### src/rtl/myo_pwm_if.sv
// PID-to-H-bridge bundle for one motor channel.
interface myo_pwm_if;
  logic signed [15:0] pwmRef;
  logic               enable;
  logic               in_a;
  logic               in_b;
  logic               period_start;
  logic signed [15:0] duty_applied;

  modport master (
    output pwmRef, enable,
    input  in_a, in_b, period_start, duty_applied
  );

  modport slave (
    input  pwmRef, enable,
    output in_a, in_b, period_start, duty_applied
  );
endinterface

### src/rtl/myo_pwm_bridge.sv
// Slew-limited fixed-period PWM with reversal dead time,
// driving one H-bridge from a signed PID reference.
module myo_pwm_bridge #(
  parameter int PERIOD_CYCLES = 2500,
  parameter int DEAD_CYCLES   = 10,
  parameter int MAX_STEP      = 64
) (
  input  logic clock,
  input  logic reset,
  myo_pwm_if.slave bus
);

  typedef enum logic [1:0] {COAST, DRIVE, DEAD} state_e;
  typedef enum logic [1:0] {D_NONE, D_FWD, D_REV} dir_e;

  localparam logic [15:0] LAST = 16'(PERIOD_CYCLES - 1);
  localparam logic signed [16:0] STEP = 17'(MAX_STEP);
  localparam logic [16:0] PMAX = 17'(PERIOD_CYCLES);
  localparam logic [16:0] DEADC = 17'(DEAD_CYCLES);

  logic               run_q;
  logic [15:0]        cnt_q, cnt_d;
  logic signed [15:0] applied_q, applied_d;
  dir_e               dir_q, dir_d;
  logic               rev_q, rev_d;
  state_e             state_q, state_d;
  logic               in_a_q, in_a_d;
  logic               in_b_q, in_b_d;
  logic               ps_q, ps_d;

  logic               bnd;
  logic signed [16:0] diff;
  logic signed [16:0] step_v;
  logic signed [15:0] new_app;
  logic [16:0]        ext;
  logic [16:0]        mag;
  logic [16:0]        duty;
  logic [16:0]        cnt_x;

  // run_q lets the first edge after reset enter cnt==0 without an update
  always_comb begin
    bnd    = run_q && (cnt_q == LAST);
    cnt_d  = (!run_q || bnd) ? 16'd0 : cnt_q + 16'd1;
    cnt_x  = {1'b0, cnt_d};
    diff   = $signed({bus.pwmRef[15], bus.pwmRef})
           - $signed({applied_q[15], applied_q});
    step_v = diff;
    if (diff > STEP)
      step_v = STEP;
    else if (diff < -STEP)
      step_v = -STEP;
    new_app = applied_q + 16'(step_v);

    applied_d = applied_q;
    dir_d     = dir_q;
    rev_d     = rev_q;
    if (!bus.enable) begin
      applied_d = '0;
      dir_d     = D_NONE;
      rev_d     = 1'b0;
    end else if (bnd) begin
      applied_d = new_app;
      rev_d     = 1'b0;
      if (new_app != 16'sd0) begin
        dir_d = new_app[15] ? D_REV : D_FWD;
        rev_d = (dir_q != D_NONE) && (dir_d != dir_q);
      end
    end

    ext  = {applied_d[15], applied_d};
    mag  = ext[16] ? (~ext + 17'd1) : ext;
    duty = (mag > PMAX) ? PMAX : mag;
  end

  always_ff @(posedge clock or posedge reset) begin
    if (reset) begin
      run_q     <= 1'b0;
      cnt_q     <= '0;
      applied_q <= '0;
      dir_q     <= D_NONE;
      rev_q     <= 1'b0;
      state_q   <= COAST;
    end else begin
      run_q     <= 1'b1;
      cnt_q     <= cnt_d;
      applied_q <= applied_d;
      dir_q     <= dir_d;
      rev_q     <= rev_d;
      state_q   <= state_d;
    end
  end

  // State for the cycle being entered, so outputs stay registered
  always_comb begin
    state_d = state_q;
    if (!bus.enable || applied_d == 16'sd0)
      state_d = COAST;
    else if (rev_d && cnt_x < DEADC)
      state_d = DEAD;
    else if (cnt_x < duty)
      state_d = DRIVE;
    else
      state_d = COAST;
  end

  always_comb begin
    in_a_d = 1'b0;
    in_b_d = 1'b0;
    ps_d   = (cnt_d == 16'd0);
    unique case (state_d)
      DRIVE: begin
        in_a_d = !applied_d[15];
        in_b_d = applied_d[15];
      end
      DEAD:    ;
      COAST:   ;
      default: ;
    endcase
  end

  always_ff @(posedge clock or posedge reset) begin
    if (reset) begin
      in_a_q <= 1'b0;
      in_b_q <= 1'b0;
      ps_q   <= 1'b0;
    end else begin
      in_a_q <= in_a_d;
      in_b_q <= in_b_d;
      ps_q   <= ps_d;
    end
  end

  assign bus.in_a         = in_a_q;
  assign bus.in_b         = in_b_q;
  assign bus.period_start = ps_q;
  assign bus.duty_applied = applied_q;

endmodule

### src/flat_wrapper.sv
// flat-port wrapper written by rule: the top's interface ports become plain ports
module myo_pwm_bridge_flat 
#(
  parameter int PERIOD_CYCLES = 2500,
  parameter int DEAD_CYCLES   = 10,
  parameter int MAX_STEP      = 64
)
  (clock, reset, bus_pwmRef, bus_enable, bus_in_a, bus_in_b, bus_period_start, bus_duty_applied);
  myo_pwm_if bus_i ();
  input  logic clock;
  input  logic reset;
  input wire logic [$bits(bus_i.pwmRef)-1:0] bus_pwmRef;
  input wire logic [$bits(bus_i.enable)-1:0] bus_enable;
  output wire logic [$bits(bus_i.in_a)-1:0] bus_in_a;
  output wire logic [$bits(bus_i.in_b)-1:0] bus_in_b;
  output wire logic [$bits(bus_i.period_start)-1:0] bus_period_start;
  output wire logic [$bits(bus_i.duty_applied)-1:0] bus_duty_applied;
  assign bus_i.pwmRef = bus_pwmRef;
  assign bus_i.enable = bus_enable;
  assign bus_in_a = bus_i.in_a;
  assign bus_in_b = bus_i.in_b;
  assign bus_period_start = bus_i.period_start;
  assign bus_duty_applied = bus_i.duty_applied;
  myo_pwm_bridge #(.PERIOD_CYCLES(PERIOD_CYCLES), .DEAD_CYCLES(DEAD_CYCLES), .MAX_STEP(MAX_STEP)) u_core (.clock(clock), .reset(reset), .bus(bus_i));
endmodule
### config.mk
export PLATFORM = sky130hd
export DESIGN_NAME = myo_pwm_bridge_flat
export DESIGN_NICKNAME = d
export VERILOG_FILES = /design/src/rtl/myo_pwm_if.sv /design/src/rtl/myo_pwm_bridge.sv /design/src/flat_wrapper.sv
export SDC_FILE = /design/constraint.sdc
export NUM_CORES = 1
export LEC_CHECK = 0
export BUFFER_PORTS_ARGS = -buffer_cell sky130_fd_sc_hd__buf_2
export CAP_MARGIN = 25
export CORE_UTILIZATION = 55
export CTS_BUF_LIST = sky130_fd_sc_hd__clkbuf_8
export DETAILED_ROUTE_END_ITERATION = 10
export GPL_TIMING_DRIVEN = 1
export HOLD_SLACK_MARGIN = 0.15
export PLACE_DENSITY_LB_ADDON = 0.2
export SYNTH_ARGS = -nofsm -noshare
export SYNTH_HDL_FRONTEND = slang
export SYNTH_SLANG_ARGS = --single-unit
export TNS_END_PERCENT = 100
### constraint.sdc
create_clock -name clock -period 14 [get_ports clock]
set_input_delay 0 -clock clock [delete_from_list [all_inputs] [get_ports clock]]
set_output_delay 0 -clock clock [all_outputs]
set_load 0.01 [all_outputs]
==> results.json <==
{
  "cp_max_fo": 12,
  "antenna_left": 0,
  "max_stage_delay_ns": 0.62,
  "yosysWarningCount": 0,
  "fillers": 809,
  "h-tree-depth": 2,
  "crit_slowest_cell": "o21ai_0",
  "final_cell_mix": "57 x nor2_1, 48 x ha_1, 44 x inv_1",
  "max_freq_ghz": 0.1067,
  "die_y_um": 97.48,
  "antenna_found_initial": 0,
  "first_global_vias": 4846,
  "worstSetupEndpointType": "register",
  "switching_power_mw": 0.08101,
  "drc_errors": 0,
  "ys_seq_area_frac": 0.1947,
  "drive_gt1_frac": 0.1293,
  "cts_resized": 0,
  "max-slew-margin-rel": 0.4789,
  "finClkSkew_ns": 0.01149,
  "numCtsBuffers": 5,
  "syn2layout_area_growth_pct": 7.013,
  "crit_type": "reg -> reg",
  "status": "complete, no violations",
  "overflow": 0,
  "port_buffers": 37,
  "hold_class": "in -> async",
  "clk_latency_ns": 0.30,
  "drv_slew": 0,
  "cts_tree": "built",
  "diodes": 0,
  "p_sw_frac": 0.3074,
  "leakage_nw": 2.488,
  "mostFrequentLayoutCell": "nor2_1",
  "synth_cells": 636,
  "period_minus_slack_ns": 9.376,
  "synth_edf_count": 0,
  "grt_pass1_wl_um": 22310,
  "place_hpwl_um": 10130,
  "grt_max_degree": 40,
  "yosys.area.top_type": "dfrtp_1",
  "firstDrtPassIters": 5,
  "avgSynthCellArea_um2": 7.883,
  "start_util": 0.5721,
  "p_int_mw": 0.1825,
  "setup_violations": 0,
  "synth_area_um2": 5014,
  "post_cts_buffers": 0,
  "post-route-period-util": 0.6697,
  "grtUsageTotal": 0.2855,
  "worst_path_most_repeated_cell": "o21ai_0",
  "via_per_inst": 6.256,
  "num_vias": 4836,
  "path_clk_slew_ns": 0.09,
  "pwr_density_cell_nw_per_um2": 49.12,
  "fin_setup_tns_ns": 0,
  "worstPathRequired_ns": 14.23,
  "ioPinCount": 38,
  "combPwrFrac": 0.227,
  "power_frac_clock": 0.336,
  "clock_sinks": 39,
  "synthArstFlopShare": 1.000,
  "synth_ff_type": "dfrtp_1",
  "root_buffer": "clkbuf_8",
  "synth_area_leaders": "dfrtp_1 19%, ha_1 12%, xnor2_1 4.5%",
  "rows": 34,
  "drv_cap": 0,
  "r2r_setup_slack_ns": 4.62,
  "first_iter_violations": 240,
  "place.gp.congestion": 0.9335,
  "final-instance-count-excl-fill": 773,
  "seq_power_share": 0.437,
  "design.core.area_um2": 8763,
  "cts_hold_buf": 2,
  "critPathArrivalTime_ns": 9.60,
  "peakVddDrop_mv": 0.04249,
  "tightest_slew_ns": 0.7745,
  "multi_input_area_um2": 3730,
  "fp.dieArea_um2": 9501,
  "ff_latch_area_um2": 975.9,
  "startpoint_type": "register",
  "post_drt_wl_per_cell_um": 16.80,
  "hold_viol_final": 0,
  "synth.distinct_cells": 81,
  "ys_ff_latch": 39,
  "die_w_um": 97.48,
  "rsz0062_at_grt": "no",
  "routed_wl_um": 12990,
  "synth_top_area_frac": 0.1947,
  "nNetsFinal": 733,
  "dpl.cell_count": 762,
  "clockBufferDepth": 2
}
## synth_stat cells (4+ instances only)
cell type  number
or2_2           4
nor2b_1         9
o21ai_0        35
a21oi_1        43
ha_1           48
o2111ai_1       4
nor2_1         57
buf_6           5
mux2i_1         7
nand4_1        11
clkbuf_1       16
nor3_1         15
a221o_1         8
a31oi_1        11
nand2_1        43
buf_2           5
o31ai_1         9
and2_1         13
nor4_1          9
dfrtp_1        39
inv_1          44
and3_1          8
a21o_1         15
xor2_1         22
nand2b_1       12
nand3_1        27
xnor2_1        26
or3_1           5
## logic make-up (layout without fill, tap and decap cells)
logic type,after synthesis,count (layout),share of synthesized area
XOR/XNOR,49,49,0.08710
other,1,5,0.0007480
flip-flops,39,39,0.1947
multiplexers,9,9,0.01897
adder cells (fa/ha/maj),50,50,0.1278
AND/OR/NAND/NOR,232,232,0.2486
AO/OA/AOI/OAI,183,183,0.2578
buffers and inverters,73,98,0.06439
## final timing paths
| path | startpoint | to | depth (start not counted) |
|---|---|---|---|
| max | u_core.bus.duty_applied[1] | u_core.bus.in_b | 38 |
| min | reset | u_core.dir_q[0] | 4 |
| max reg2reg | u_core.bus.duty_applied[1] | u_core.bus.in_b | 38 |
| min reg2reg | u_core.cnt_q[0] | u_core.cnt_q[0] | 1 |
| max in group asynchronous | reset | u_core.cnt_q[10] | 4 |
| min in group clock | u_core.cnt_q[0] | u_core.cnt_q[0] | 1 |
## flip-flops by register name, summed over array words and instances (netlist names)
name and flops:
u_core.dir_q 2, u_core.bus.period_start 1, u_core.bus.in_a 1, u_core.run_q 1
u_core.bus.duty_applied 16, u_core.rev_q 1, u_core.cnt_q 16, u_core.bus.in_b 1
## critical path: cells and delay by family, from the launching register on
family	cells	cell delay [ns]
AND/OR/NAND/NOR	10	1.39
XOR/XNOR	1	0.19
buffers and inverters	1	0.08
flip-flops	1	0.55
AO/OA/AOI/OAI	22	5.83
adder cells (fa/ha/maj)	4	1.24
## power groups by stage
stage / registers [mW] / logic, mW / clock network, mW
global placement: 0.117 / 0.0570 / 0
detailed placement: 0.117 / 0.0585 / 0
global route: 0.115 / 0.0674 / 0.0949
floorplan: 0.117 / 0.0448 / 0
CTS: 0.115 / 0.0593 / 0.0902
finish: 0.115 / 0.0598 / 0.0886
## per-stage QoR
step	instance area, um2	total power, mW	utilization	hold slack [ns]	setup slack (ns)
4_1_cts	5358	0.2646	0.6114	0.3877	4.602
3_3_place_gp	5234	0.1742	0.5972	0.1572	5.037
5_1_grt	5365	0.2776	0.6122	0.4473	3.670
2_1_floorplan	5029	0.1616	-	0.1986	6.330
3_5_place_dp	5234	0.1758	0.5972	0.1650	4.684
6_report	5365	0.2636	0.6122	0.3693	4.624
## per-layer routing
| layer | vias up | global-route usage | wire, um |
|---|---|---|---|
| li1 | 2378 | - | - |
| met1 | 2258 | 0.3509 | 5508 |
| met2 | 151 | 0.4911 | 6346 |
| met3 | 49 | 0.02950 | 544 |
| met4 | 0 | 0.1516 | 587 |
| met5 | - | 0 | 0 |
## layout make-up
type                            count  area share
Multi-Input combinational cell    528      0.6952
Timing Repair Buffer               44     0.04524
Inverter                           46     0.03312
Sequential cell                    39      0.1819
Clock inverter                      1    0.001399
Tap cell                          108     0.02519
Clock buffer                        7     0.01796
Power figures use the tool's default switching activity.
